`config.mk`:
```
export PLATFORM = sky130hd
export DESIGN_NAME = lc4_writeback_stage
export DESIGN_NICKNAME = d
export VERILOG_FILES = /design/src/rtl/lc4_pkg.sv /design/src/rtl/lc4_nzp_gen.sv /design/src/rtl/lc4_writeback_stage.sv
export SDC_FILE = /design/constraint.sdc
export NUM_CORES = 1
export LEC_CHECK = 0
export ABC_CLOCK_PERIOD_IN_PS = 5600
export CORE_MARGIN = 1.5
export CORE_UTILIZATION = 45
export CTS_CLUSTER_SIZE = 40
export DETAILED_ROUTE_END_ITERATION = 8
export HOLD_SLACK_MARGIN = 0.03
export PLACE_DENSITY = 0.86
export SETUP_SLACK_MARGIN = 0.1
export SKIP_LAST_GASP = 1
export SYNTH_ARGS = -nofsm -noshare
export SYNTH_HDL_FRONTEND = slang
export SYNTH_HIERARCHICAL = 1
export SYNTH_SLANG_ARGS = --single-unit
```
`constraint.sdc`:
```
create_clock -name clk -period 5.6 [get_ports clk]
set_input_delay 1.12 -clock clk [delete_from_list [all_inputs] [get_ports clk]]
set_output_delay 1.12 -clock clk [all_outputs]
set_load 0.03 [all_outputs]
```
`src/rtl/lc4_pkg.sv`:
```
// Shared LC4 datapath definitions: NZP encodings, the NOP word and the M/W latch record.
// Imported by the writeback stage and by the NZP generator reused in X.
package lc4_pkg;

    localparam int unsigned LC4_XLEN = 16;

    localparam logic [2:0] NZP_N   = 3'b100;
    localparam logic [2:0] NZP_Z   = 3'b010;
    localparam logic [2:0] NZP_P   = 3'b001;
    localparam logic [2:0] NZP_RST = 3'b000;

    localparam logic [15:0] LC4_NOP = 16'h0000;

    // Everything the W stage needs about one instruction.
    typedef struct packed {
        logic                valid;
        logic [15:0]         pc;
        logic [15:0]         insn;
        logic [2:0]          rd;
        logic                rd_we;
        logic                nzp_we;
        logic [LC4_XLEN-1:0] result;
    } mw_latch_t;

endpackage

```
`src/rtl/lc4_nzp_gen.sv`:
```
// Maps a datapath result to its 3-bit NZP condition code (negative / zero / positive).
// Purely combinational; shared between the X and W stages.
module lc4_nzp_gen
    import lc4_pkg::*;
#(
    parameter int n = 16
) (
    input  logic [n-1:0] result,
    output logic [2:0]   nzp
);

    always_comb begin
        nzp = NZP_P;
        if (result[n-1]) begin
            nzp = NZP_N;
        end else if (result == '0) begin
            nzp = NZP_Z;
        end
    end

endmodule

```
`src/rtl/lc4_writeback_stage.sv`:
```
// LC4 writeback (W) stage: M/W latch, register-file write port, NZP register,
// retired-instruction counter and W->D read bypass.
module lc4_writeback_stage
    import lc4_pkg::*;
#(
    parameter int n = 16
) (
    input  logic         clk,
    input  logic         rst,
    input  logic         gwe,
    input  logic         i_valid,
    input  logic [15:0]  i_pc,
    input  logic [15:0]  i_insn,
    input  logic [2:0]   i_rd,
    input  logic         i_rd_we,
    input  logic         i_nzp_we,
    input  logic [n-1:0] i_result,
    input  logic         i_flush,
    output logic [2:0]   o_rd,
    output logic [n-1:0] o_wdata,
    output logic         o_rd_we,
    output logic         o_w_valid,
    output logic [15:0]  o_w_pc,
    output logic [15:0]  o_w_insn,
    output logic [2:0]   o_nzp,
    output logic [2:0]   o_nzp_next,
    input  logic [2:0]   i_rs,
    input  logic [2:0]   i_rt,
    input  logic [n-1:0] i_rs_rf,
    input  logic [n-1:0] i_rt_rf,
    output logic [n-1:0] o_rs_data,
    output logic [n-1:0] o_rt_data,
    output logic [31:0]  o_retired
);

    // The latch record carries LC4_XLEN result bits, so n must equal LC4_XLEN.
    mw_latch_t   w_q, w_d;
    logic [2:0]  nzp_q, nzp_d;
    logic [31:0] retired_q, retired_d;
    logic [2:0]  nzp_gen;
    logic        nzp_upd;

    lc4_nzp_gen #(.n(n)) u_nzp_gen (
        .result (w_q.result),
        .nzp    (nzp_gen)
    );

    assign nzp_upd = w_q.valid & w_q.nzp_we;

    always_comb begin
        w_d       = w_q;
        nzp_d     = nzp_q;
        retired_d = retired_q;
        if (gwe) begin
            if (i_flush) begin
                w_d      = '0;
                w_d.insn = LC4_NOP;
            end else begin
                w_d.valid  = i_valid;
                w_d.pc     = i_pc;
                w_d.insn   = i_insn;
                w_d.rd     = i_rd;
                w_d.rd_we  = i_rd_we;
                w_d.nzp_we = i_nzp_we;
                w_d.result = i_result;
            end
            if (nzp_upd) begin
                nzp_d = nzp_gen;
            end
            // The instruction in W retires at the edge that moves it out.
            if (w_q.valid) begin
                retired_d = retired_q + 32'd1;
            end
        end
    end

    always_ff @(posedge clk or posedge rst) begin
        if (rst) begin
            w_q       <= '0;
            nzp_q     <= NZP_RST;
            retired_q <= '0;
        end else begin
            w_q       <= w_d;
            nzp_q     <= nzp_d;
            retired_q <= retired_d;
        end
    end

    assign o_rd       = w_q.rd;
    assign o_wdata    = w_q.result;
    assign o_rd_we    = w_q.valid & w_q.rd_we;
    assign o_w_valid  = w_q.valid;
    assign o_w_pc     = w_q.pc;
    assign o_w_insn   = w_q.insn;
    assign o_nzp      = nzp_q;
    assign o_nzp_next = nzp_upd ? nzp_gen : nzp_q;
    assign o_retired  = retired_q;

    assign o_rs_data = (o_rd_we && (i_rs == w_q.rd)) ? w_q.result : i_rs_rf;
    assign o_rt_data = (o_rd_we && (i_rt == w_q.rd)) ? w_q.result : i_rt_rf;

endmodule

```
==> summary.txt, run 1 <==
Clocking
  – Clock sink total: 89
  – Clock buffer count from CTS: 9
  – Worst-Skew Late Latency: roughly 340 ps
  – Clk root buf: clkbuf_8
  – Clock-pin slew on the worst setup and hold paths: roughly 90 ps
  – Clock buffer depth: 2
  – H-tree depth: 3
  – CTS Hold Bufs: 0
  – Clock tree from TritonCTS: yes
  – Post-CTS Resized: 0
  – Setup bufs post-CTS: 0

Route
  – Met2 WL post-DR: around 6600 um
  – Via density: 4.95
  – Final ANT Viol Nets: 0
  – 1st-iter DRT viols: roughly 200
  – DRT Pass-1 Iters: 4
  – WL met1: ~5300 um
  – Met3 WL post-DR: 860 um
  – WL per Instance: roughly 17 um
  – Remaining DRCs: 0
  – Vias: 3,825
  – Max layer used: met4
  – Final WL: between 10,000 and 15,000 um

Logic synthesis
  – Register bit total from synthesis: just under 90
  – Synthesized area: 4600 um^2
  – Synth top area share: between 40% and 50%
  – Leading post-synthesis cells by cell area: dfrtp_1 48%, mux2_2 9.3%, buf_4 8.7%, o21ai_0 5.8%, nand2_1 5.5%
  – Net Count, Synth: 567
  – Yosys warns: 6
  – Post-synth cell types: 28
  – Average size of a mapped cell: between 9 and 10 um^2
  – Sequential area share after synthesis: between 40% and 50%
  – Mapped Cells: between 400 and 500
  – Cell taking the most area after synthesis: dfrtp_1

Place
  – Dpl hpwl: 9670 um
  – GPL Wtd Cong: approximately 0.79
  – Port Buffers: 218
  – DP Worst Slack: about 1200 ps

Min path
  – Min-delay worst type: flop to flop
  – WHS Endpoint: o_retired[20]
  – Hold path startpoint: o_retired[20]
  – Hold path depth: 1

STA
  – RSZ-0062 raised after global routing: no
  – Fin. Hold Viols: 0
  – Max Clock Skew: approximately 12 ps
  – Fmax achieved: between 200 and 250 MHz
  – Least-Margin Pin Slew: around 1300 ps
  – Slew margin rel.: 16.3%
  – Setup TNS: 0 ps
  – Slew Viols, Final: 0
  – Crit path time final: 4400 ps
  – Final worst path period share: 78.6%
  – Final setup margin: 1200 ps
  – Final Setup Violations: 0

Layout
  – Most frequent cells in the layout: 217 x clkdlybuf4s50_1, 89 x dfrtp_1, 67 x nand2_1, 58 x inv_1, 53 x o21ai_0
  – Nets: 731
  – Fraction of layout cells with a size suffix above 1: 10.5%
  – Area Overhead vs Synth: 45.9%
  – Most common cell after layout, fill and taps aside: clkdlybuf4s50_1
  – Fillcell total: between 700 and 800

GRT
  – Vias in the first global route: just under 4,000
  – Total GRT Usage: roughly a quarter
  – Largest net degree at the start of global routing: 54
  – Initial antenna violation count: 1
  – Global route overflow: 0
  – First-pass GRT wire length: 20,800 um

Status
  – Status: complete, no violations

Floorplan
  – Die height: 104 um
  – Die W: 104 um
  – Core area: just under 10,000 um^2
  – Initial core utilization: 46.8%
  – Die area: between 10,000 and 15,000 um^2
  – Row count: 36
  – Io pins: ~220

Power and ir drop
  – Cell Pwr Density: between 200 and 300 nW/um^2
  – Total power: between 0.0015 and 0.002 W
  – Leak Pwr: approximately 2.8 nW
  – VDD IR max: roughly 0.00018 V

Setup path
  – Critical setup path kind: primary input to primary output
  – CP Max Fanout: 16
  – Worst setup SP type: primary input
  – Critical Path End Type: primary output
  – Reg2reg end: o_retired[31]
  – Worst R2R Setup Slack: ~3200 ps
  – Worst endpoint required time: ~4500 ps
  – Worst EP arrival: between 3000 and 4000 ps
  – R2R cell count: 4
  – Reg2reg start: o_w_valid

Flow run
  – Number of max-cap violations: 0
-- report_power, final --
| part | total (W) | switching (W) | internal [W] |
|---|---|---|---|
| Clock | 0.000450 | 0.000231 | 0.000220 |
| Sequential | 0.000751 | 0.0000547 | 0.000696 |
| Combinational | 0.000506 | 0.000272 | 0.000234 |
-- synthesized netlist by cell type --
master    count
buf_4        53
nand2_1      67
nor3_1        3
and2_1        3
inv_1        59
nor2_1        5
mux2_1        1
clkbuf_1     12
nor2b_1       2
or2_2         1
dfrtp_1      89
xnor2_1      26
nor4_4        2
mux2_2       38
nand3_1       8
o22ai_1       1
a41oi_1       1
nand4_1      16
and3_1        4
nor3_2        1
buf_6         2
ha_1          1
xor2_1       11
and4_1        3
o21ai_0      53
buf_2         2
nor4_1        4
nor4_2        2
-- stage by stage --
| stage | hold slack [ps] | util [%] | instances | instance area, um^2 |
|---|---|---|---|---|
| final | 505 | 68.3 | 773 | 6710 |
| after detailed placement | 492 | 66.2 | 756 | 6500 |
| after CTS | 505 | 68.3 | 772 | 6710 |
| after global routing | 519 | 68.3 | 773 | 6710 |
| after global placement | 467 | 66.2 | 756 | 6500 |
| after floorplan | 497 | - | 470 | 4600 |
-- area by class of cell --
type                    instances  area, um^2  share of cell area (%)
multi-input cells             253        1680                    25.0
clock buffers                  10         138                    2.05
well taps                     133         166                    2.48
inverters                      59         223                    3.32
flip-flops and latches         89        2230                    33.2
diodes                          1        2.50                  0.0373
clock inverters                 6        65.1                   0.970
repair buffers                222        2210                    32.9
-- sequential cells by signal, summed over array words and instances, names as in the netlist --
signal / count
o_nzp: 3
o_w_pc: 16
o_rd: 3
w_q: 2
o_w_insn: 16
o_w_valid: 1
o_retired: 32
o_wdata: 16
-- metal layers --
layer,GRT usage (%),vias up
met5,0,-
met4,7.34,0
met3,6.39,24
met2,42.6,167
met1,28.5,1841
li1,-,1793
-- worst max-delay path by stage --
stage / start / to / slack (ps) / cells past startpoint
floorplan: i_rs[2] / o_rs_data[5] / 2120 / 4
global route: i_rt[2] / o_rt_data[0] / 1160 / 6
detailed placement: i_rt[2] / o_rt_data[0] / 1210 / 6
CTS: i_rt[2] / o_rt_data[0] / 1190 / 6
finish: i_rt[2] / o_rt_data[0] / 1200 / 6
global placement: i_rt[2] / o_rt_data[0] / 1290 / 6
-- logic make-up after synthesis --
family                     synth area share [%]
buffers and inverters                      15.2
and+or+nand+nor                            13.4
DFF                                        48.4
AOI/OAI and AO/OA                          6.10
muxes                                      9.55
xor gates and xnor gates                   7.05
adders and majority gates                 0.272
-- critical path, cell delays in order --
cell             delay, ps
clkdlybuf4s50_1        440
xor2_1                 190
nor4_4                 250
buf_4                  280
mux2_2                 370
clkdlybuf4s50_1        620
Note: power is estimated with default switching activity, not from simulation.
==> inputs of run 2 (changes only) <==
--- a/config.mk
+++ b/config.mk
@@ -5,13 +5,13 @@
 export SDC_FILE = /design/constraint.sdc
 export NUM_CORES = 1
 export LEC_CHECK = 0
-export ABC_CLOCK_PERIOD_IN_PS = 5600
+export ABC_CLOCK_PERIOD_IN_PS = 3700
 export CORE_MARGIN = 1.5
-export CORE_UTILIZATION = 45
+export CORE_UTILIZATION = 37
 export CTS_CLUSTER_SIZE = 40
 export DETAILED_ROUTE_END_ITERATION = 8
 export HOLD_SLACK_MARGIN = 0.03
-export PLACE_DENSITY = 0.86
+export PLACE_DENSITY = 0.76
 export SETUP_SLACK_MARGIN = 0.1
 export SKIP_LAST_GASP = 1
 export SYNTH_ARGS = -nofsm -noshare
==> constraint.sdc (replaced) <==
create_clock -name clk -period 3.7 [get_ports clk]
set_input_delay 0.74 -clock clk [delete_from_list [all_inputs] [get_ports clk]]
set_output_delay 0.74 -clock clk [all_outputs]
set_load 0.03 [all_outputs]
==> summary.txt, run 2 (synthesis results as in run 1) <==
Status
  – Status: complete, no violations (unchanged)

Setup path
  – R2R cell count: 4 (unchanged)
  – Worst R2R Setup Slack: 1490 ps (was 3230 ps)
  – Worst setup SP type: primary input (unchanged)
  – Cell Chain, Critical Path: clkdlybuf4s50_1 -> xor2_1 -> nor4_4 -> buf_12 -> mux2_2 -> clkdlybuf4s50_1 (was clkdlybuf4s50_1 -> xor2_1 -> nor4_4 -> buf_4 -> mux2_2 -> clkdlybuf4s50_1)
  – CP Max Fanout: 16 (unchanged)
  – Reg2reg end: o_retired[30] (was o_retired[31])
  – Setup crit end: o_rs_data[10] (was o_rt_data[0])
  – Reg2reg start: o_w_valid (unchanged)
  – Critical setup path kind: primary input to primary output (unchanged)
  – Critical Path Source: i_rs[2] (was i_rt[2])
  – Crit-path slowest cell: clkdlybuf4s50_1 (unchanged)
  – Slowest stage delay, CP: 600 ps (was 620 ps)
  – Top cell by count, worst path: clkdlybuf4s50_1 (unchanged)
  – Levels on crit path: 6 (unchanged)
  – Worst endpoint required time: 2960 ps (was 4480 ps)
  – Crit path buf inv count: 3 (unchanged)
  – Largest delay contributor family on the critical path: buffers and inverters (unchanged)
  – Critical Path End Type: primary output (unchanged)
  – Worst EP arrival: 2800 ps (was 3280 ps)

Clocking
  – Setup bufs post-CTS: 0 (unchanged)
  – Clock buffer depth: 2 (unchanged)
  – Clock sink total: 89 (unchanged)
  – H-tree depth: 3 (unchanged)
  – CTS Hold Bufs: 0 (unchanged)
  – Clk root buf: clkbuf_16 (was clkbuf_8)
  – Worst-Skew Late Latency: 330 ps (was 340 ps)
  – Post-CTS Resized: 0 (unchanged)
  – Clock tree from TritonCTS: yes (unchanged)
  – Clock buffer count from CTS: 9 (unchanged)
  – Clock-pin slew on the worst setup and hold paths: 60 ps (was 90 ps)

Layout
  – Max FFs per register: 32 (unchanged)
  – Post-route core utilization: 57.2% (was 68.3%)
  – Nets: 733 (was 731)
  – Post-Layout Cell Count: 809 (was 773)
  – Fraction of layout cells with a size suffix above 1: 10.8% (was 10.5%)
  – # diodes: 0 (was 1)
  – Register area: 2230 um^2 (unchanged)
  – Most frequent cells in the layout: 216 x clkdlybuf4s50_1, 89 x dfrtp_1, 67 x nand2_1, 58 x inv_1, 53 x o21ai_0 (was 217 x clkdlybuf4s50_1, 89 x dfrtp_1, 67 x nand2_1, 58 x inv_1, 53 x o21ai_0)
  – Area Overhead vs Synth: 50.2% (was 45.9%)
  – Most common cell after layout, fill and taps aside: clkdlybuf4s50_1 (unchanged)
  – Final instance area: 6900 um^2 (was 6710 um^2)
  – Area taken by multi-input logic gates: 1680 um^2 (unchanged)
  – Fillcell total: 1,068 (was 791)

Route
  – Remaining DRCs: 0 (unchanged)
  – 1st-iter DRT viols: 118 (was 201)
  – Vias: 3,756 (was 3,825)
  – Via density: 4.64 (was 4.95)
  – Final ANT Viol Nets: 0 (unchanged)
  – WL per Instance: 15.1 um (was 16.9 um)
  – Final WL: 12,200 um (was 13,100 um)
  – DRT Pass-1 Iters: 4 (unchanged)

Power and ir drop
  – Cell Pwr Density: 409 nW/um^2 (was 254 nW/um^2)
  – VDD IR max: 0.000292 V (was 0.000185 V)
  – Leak Pwr: 2.87 nW (was 2.80 nW)

STA
  – Crit path time final: between 3000 and 4000 ps
  – Least-Margin Pin Slew: 1030 ps (was 1260 ps)
  – Final worst path period share: between 90% and 100%
  – RSZ-0062 raised after global routing: no (unchanged)
  – Max Clock Skew: 5.76 ps (was 12.0 ps)
  – Fin. Hold Viols: 0 (unchanged)
  – Slew Viols, Final: 0 (unchanged)
  – Setup TNS: 0 ps (unchanged)
  – Final Setup Violations: 0 (unchanged)
  – Fmax achieved: ~280 MHz
  – Slew margin rel.: 31.0% (was 16.3%)

Floorplan
  – Io pins: 219 (unchanged)
  – Core area: 12,100 um^2 (was 9820 um^2)
  – Row count: 40 (was 36)
  – Die height: 114 um (was 104 um)
  – Die area: 13,100 um^2 (was 10,800 um^2)
  – Die W: 114 um (was 104 um)
  – Initial core utilization: 38.1% (was 46.8%)

GRT
  – Initial antenna violation count: 0 (was 1)
  – Total GRT Usage: 18.7% (was 24.1%)
  – Vias in the first global route: 3,771 (was 3,920)
  – Global route overflow: 0 (unchanged)
  – First-pass GRT wire length: 19,300 um (was 20,800 um)
  – Largest net degree at the start of global routing: 61 (was 54)

Place
  – Port Buffers: 218 (unchanged)
  – # placed instances: 793 (was 756)
  – GPL Wtd Cong: 0.805 (was 0.788)
  – Dpl hpwl: 9070 um (was 9670 um)
  – Placed cell areas: 6600 um^2 (was 6500 um^2)

Min path
  – Min-delay worst type: flop to flop (unchanged)

Flow run
  – Number of max-cap violations: 0 (unchanged)
## run 2: changes by cell type in the layout (fill, tap and decap cells not counted), sizes merged
cell | before | now
buf | 5 | 8
clkdlybuf4s50 | 217 | 216
clkbuf | 10 | 11
clkinv | 4 | 1
clkinvlp | 1 | 2
inv | 59 | 60
diode | 1 | 0
## run 2: worst min-delay path by stage
stage,depth (start not counted),endpoint,from,slack (ps)
after floorplan,2,w_q[17],w_q[17],500
after CTS,1,o_retired[31],o_retired[31],500
final,1,o_retired[31],o_retired[31],500
after global placement,1,o_retired[31],o_retired[31],470
after detailed placement,1,o_retired[31],o_retired[31],480
after global routing,1,o_retired[8],o_retired[8],520
## run 2: final cells by class
| type | count | area share, % |
|---|---|---|
| timing repair buffer | 224 | 32.7 |
| sequential | 89 | 32.3 |
| multi-input combinational | 253 | 24.3 |
| clock buffer | 11 | 3.52 |
| inverter | 59 | 3.23 |
| tap | 168 | 3.05 |
| clock inverter | 5 | 0.906 |
## run 2: power breakdown
group          switching [W]  leakage, nW  internal, W
sequential         0.0000817         1.18      0.00105
combinational       0.000405         1.55     0.000357
clock               0.000377        0.143     0.000547
## run 2: per-layer routing
metal  global-route usage, %  wire length, um  part of all wire (%)
met2                    32.7             5990                    49
met4                    4.17              106                  0.87
met1                    22.3             5010                    41
met5                       0                0                     0
met3                    6.46             1080                   8.8
## run 2: per-stage QoR
step	hold slack, ps	total power [W]	setup WS, ps
after floorplan	497	0.00160	653
after global placement	469	0.00190	192
after detailed placement	483	0.00192	155
after CTS	500	0.00285	154
after global routing	521	0.00295	104
final	496	0.00282	159
==> inputs of run 3 (changes only) <==
--- a/config.mk
+++ b/config.mk
@@ -5,15 +5,13 @@
 export SDC_FILE = /design/constraint.sdc
 export NUM_CORES = 1
 export LEC_CHECK = 0
-export ABC_CLOCK_PERIOD_IN_PS = 3700
+export ABC_CLOCK_PERIOD_IN_PS = 3200
 export CORE_MARGIN = 1.5
 export CORE_UTILIZATION = 37
-export CTS_CLUSTER_SIZE = 40
 export DETAILED_ROUTE_END_ITERATION = 8
 export HOLD_SLACK_MARGIN = 0.03
 export PLACE_DENSITY = 0.76
 export SETUP_SLACK_MARGIN = 0.1
-export SKIP_LAST_GASP = 1
 export SYNTH_ARGS = -nofsm -noshare
 export SYNTH_HDL_FRONTEND = slang
 export SYNTH_HIERARCHICAL = 1
==> constraint.sdc (replaced) <==
create_clock -name clk -period 3.2 [get_ports clk]
set_input_delay 0.64 -clock clk [delete_from_list [all_inputs] [get_ports clk]]
set_output_delay 0.64 -clock clk [all_outputs]
set_load 0.03 [all_outputs]
==> summary.txt, run 3 (synthesis results as in run 1) <==
Status
  – Status: complete, no violations (unchanged)

Route
  – Final WL: 12,500 um (was 12,200 um)
  – DRT Pass-1 Iters: 4 (unchanged)
  – Via density: 4.64 (about the same)
  – 1st-iter DRT viols: 156 (was 118)
  – Met3 WL post-DR: 960 um (was 1080 um)
  – Vias: 3,760 (was 3,756)
  – Final ANT Viol Nets: 0 (unchanged)
  – Met2 WL post-DR: 6200 um (was 5990 um)
  – Remaining DRCs: 0 (unchanged)
  – WL met1: 5240 um (was 5010 um)
  – WL per Instance: 15.4 um (was 15.1 um)
  – Max layer used: met4 (unchanged)

Clocking
  – Clock-pin slew on the worst setup and hold paths: 70 ps (was 60 ps)
  – Clk root buf: clkbuf_16 (unchanged)
  – H-tree depth: 3 (unchanged)
  – Worst-Skew Late Latency: 330 ps (about the same)
  – Clock buffer count from CTS: 9 (unchanged)
  – Clock buffer depth: 2 (unchanged)
  – Clock sink total: 89 (unchanged)
  – Clock tree from TritonCTS: yes (unchanged)

Layout
  – Fraction of layout cells with a size suffix above 1: 15.7% (was 10.8%)
  – # diodes: 0 (unchanged)
  – Fillcell total: 1,090 (was 1,068)
  – Nets: 735 (was 733)
  – Most frequent cells in the layout: 185 x clkdlybuf4s50_1, 89 x dfrtp_1, 67 x nand2_1, 58 x inv_1, 53 x o21ai_0 (was 216 x clkdlybuf4s50_1, 89 x dfrtp_1, 67 x nand2_1, 58 x inv_1, 53 x o21ai_0)
  – Most common cell after layout, fill and taps aside: clkdlybuf4s50_1 (unchanged)
  – Max FFs per register: 32 (unchanged)
  – Post-Layout Cell Count: 811 (was 809)
  – Final instance area: 6800 um^2 (was 6900 um^2)
  – Area Overhead vs Synth: 48.0% (was 50.2%)

Setup path
  – Cell Chain, Critical Path: clkdlybuf4s50_1 -> xor2_1 -> nor4_4 -> buf_12 -> mux2_2 -> clkdlybuf4s15_1 (was clkdlybuf4s50_1 -> xor2_1 -> nor4_4 -> buf_12 -> mux2_2 -> clkdlybuf4s50_1)
  – Critical Path End Type: primary output (unchanged)
  – Worst setup SP type: primary input (unchanged)
  – Worst endpoint required time: 2560 ps (was 2960 ps)
  – Largest delay contributor family on the critical path: buffers and inverters (unchanged)
  – Crit path buf inv count: 3 (unchanged)
  – CP Max Fanout: 16 (unchanged)
  – Worst EP arrival: 2420 ps (was 2800 ps)
  – Crit-path slowest cell: clkdlybuf4s50_1 (unchanged)
  – Slowest stage delay, CP: 410 ps (was 600 ps)
  – Critical setup path kind: primary input to primary output (unchanged)

STA
  – Final Setup Violations: 0 (unchanged)
  – RSZ-0062 raised after global routing: no (unchanged)
  – Least-Margin Pin Slew: 670 ps (was 1030 ps)
  – Slew margin rel.: 55.3% (was 31.0%)
  – Max Clock Skew: 9.85 ps (was 5.76 ps)
  – Crit path time final: between 3000 and 4000 ps
  – Final worst path period share: between 90% and 100%
  – Slew Viols, Final: 0 (unchanged)
  – Fin. Hold Viols: 0 (unchanged)
  – Fmax achieved: 327 MHz
  – WHS: 483 ps (was 496 ps)

GRT
  – Total GRT Usage: 19.2% (was 18.7%)
  – Largest net degree at the start of global routing: 54 (was 61)
  – Global route overflow: 0 (unchanged)
  – Initial antenna violation count: 1 (was 0)
  – Vias in the first global route: 3,906 (was 3,771)
  – First-pass GRT wire length: 19,700 um (was 19,300 um)

Power and ir drop
  – Cell Pwr Density: 468 nW/um^2 (was 409 nW/um^2)
  – VDD IR max: 0.000215 V (was 0.000292 V)
  – Leak Pwr: 2.88 nW (was 2.87 nW)

Floorplan
  – Die W: 114 um (unchanged)
  – Die area: 13,100 um^2 (unchanged)
  – Row count: 40 (unchanged)
  – Initial core utilization: 38.1% (unchanged)
  – Die height: 114 um (unchanged)
  – Io pins: 219 (unchanged)
  – Core area: 12,100 um^2 (unchanged)

Place
  – Dpl hpwl: 9320 um (was 9070 um)
  – Placed cell areas: 6610 um^2 (was 6600 um^2)
  – Port Buffers: 218 (unchanged)
  – # placed instances: 795 (was 793)
  – GPL Wtd Cong: 0.799 (was 0.805)

Min path
  – Min-delay worst type: flop to flop (unchanged)

Flow run
  – Number of max-cap violations: 0 (unchanged)
==> run 3: metrics by stage <==
| stage | power (W) | TNS [ps] | utilization, % | worst slack [ps] |
|---|---|---|---|---|
| after floorplan | 0.00185 | 0 | - | 253 |
| after global placement | 0.00220 | -2980 | 54.8 | -107 |
| after detailed placement | 0.00223 | -3850 | 54.8 | -158 |
| after CTS | 0.00323 | 0 | 57.0 | 81.4 |
| after global routing | 0.00334 | 0 | 56.4 | 101 |
| final | 0.00319 | 0 | 56.4 | 143 |
==> run 3: report_power, final <==
group	leakage (nW)	total [W]	internal [W]	switching (W)
Clock	0.132	0.00101	0.000556	0.000450
Combinational	1.57	0.000866	0.000396	0.000470
Sequential	1.18	0.00131	0.00122	0.0000942
Total	2.88	0.00319	0.00217	0.00101
==> run 3: path summary, 6_finish.rpt <==
| kind | start | to | slack (ps) | depth (start not counted) |
|---|---|---|---|---|
| max in group asynchronous | rst | o_retired[28] | 1760 | 3 |
| worst min register to register | o_retired[31] | o_retired[31] | 480 | 1 |
| min in group asynchronous | rst | o_w_insn[11] | 730 | 2 |
| worst min-delay path | o_retired[31] | o_retired[31] | 480 | 1 |
| worst max register to register | o_w_valid | o_retired[20] | 1490 | 6 |
| worst max-delay path | i_rt[2] | o_rt_data[14] | 140 | 6 |
==> run 3: layout make-up <==
| class | instances | area [um^2] | share of cell area (%) |
|---|---|---|---|
| clock inverters | 6 | 48.8 | 0.717 |
| flip-flops and latches | 89 | 2230 | 32.7 |
| clock buffers | 10 | 239 | 3.51 |
| well taps | 168 | 210 | 3.09 |
| multi-input cells | 253 | 1690 | 24.9 |
| inverters | 59 | 223 | 3.27 |
| repair buffers | 226 | 2160 | 31.8 |
==> run 3: metal layers <==
layer	GRT usage, %	up-vias
met5	0	-
met4	4.83	0
met3	5.72	10
met2	34.1	139
met1	22.6	1808
li1	-	1803
==> run 3: repair_timing <==
item                                    4_1_cts  5_1_grt
hold buffers                                  0        0
setup buffers                                 0        0
gates resized for setup                      45       46
endpoints found under the setup margin       31       29
==> run 3: worst register-to-register path, stage by stage, from the launching register on <==
cell	delay, ps
dfrtp_1	340
buf_4	140
nand4_1	230
nor4_2	340
buf_4	230
nand4_1	140
xnor2_1	180
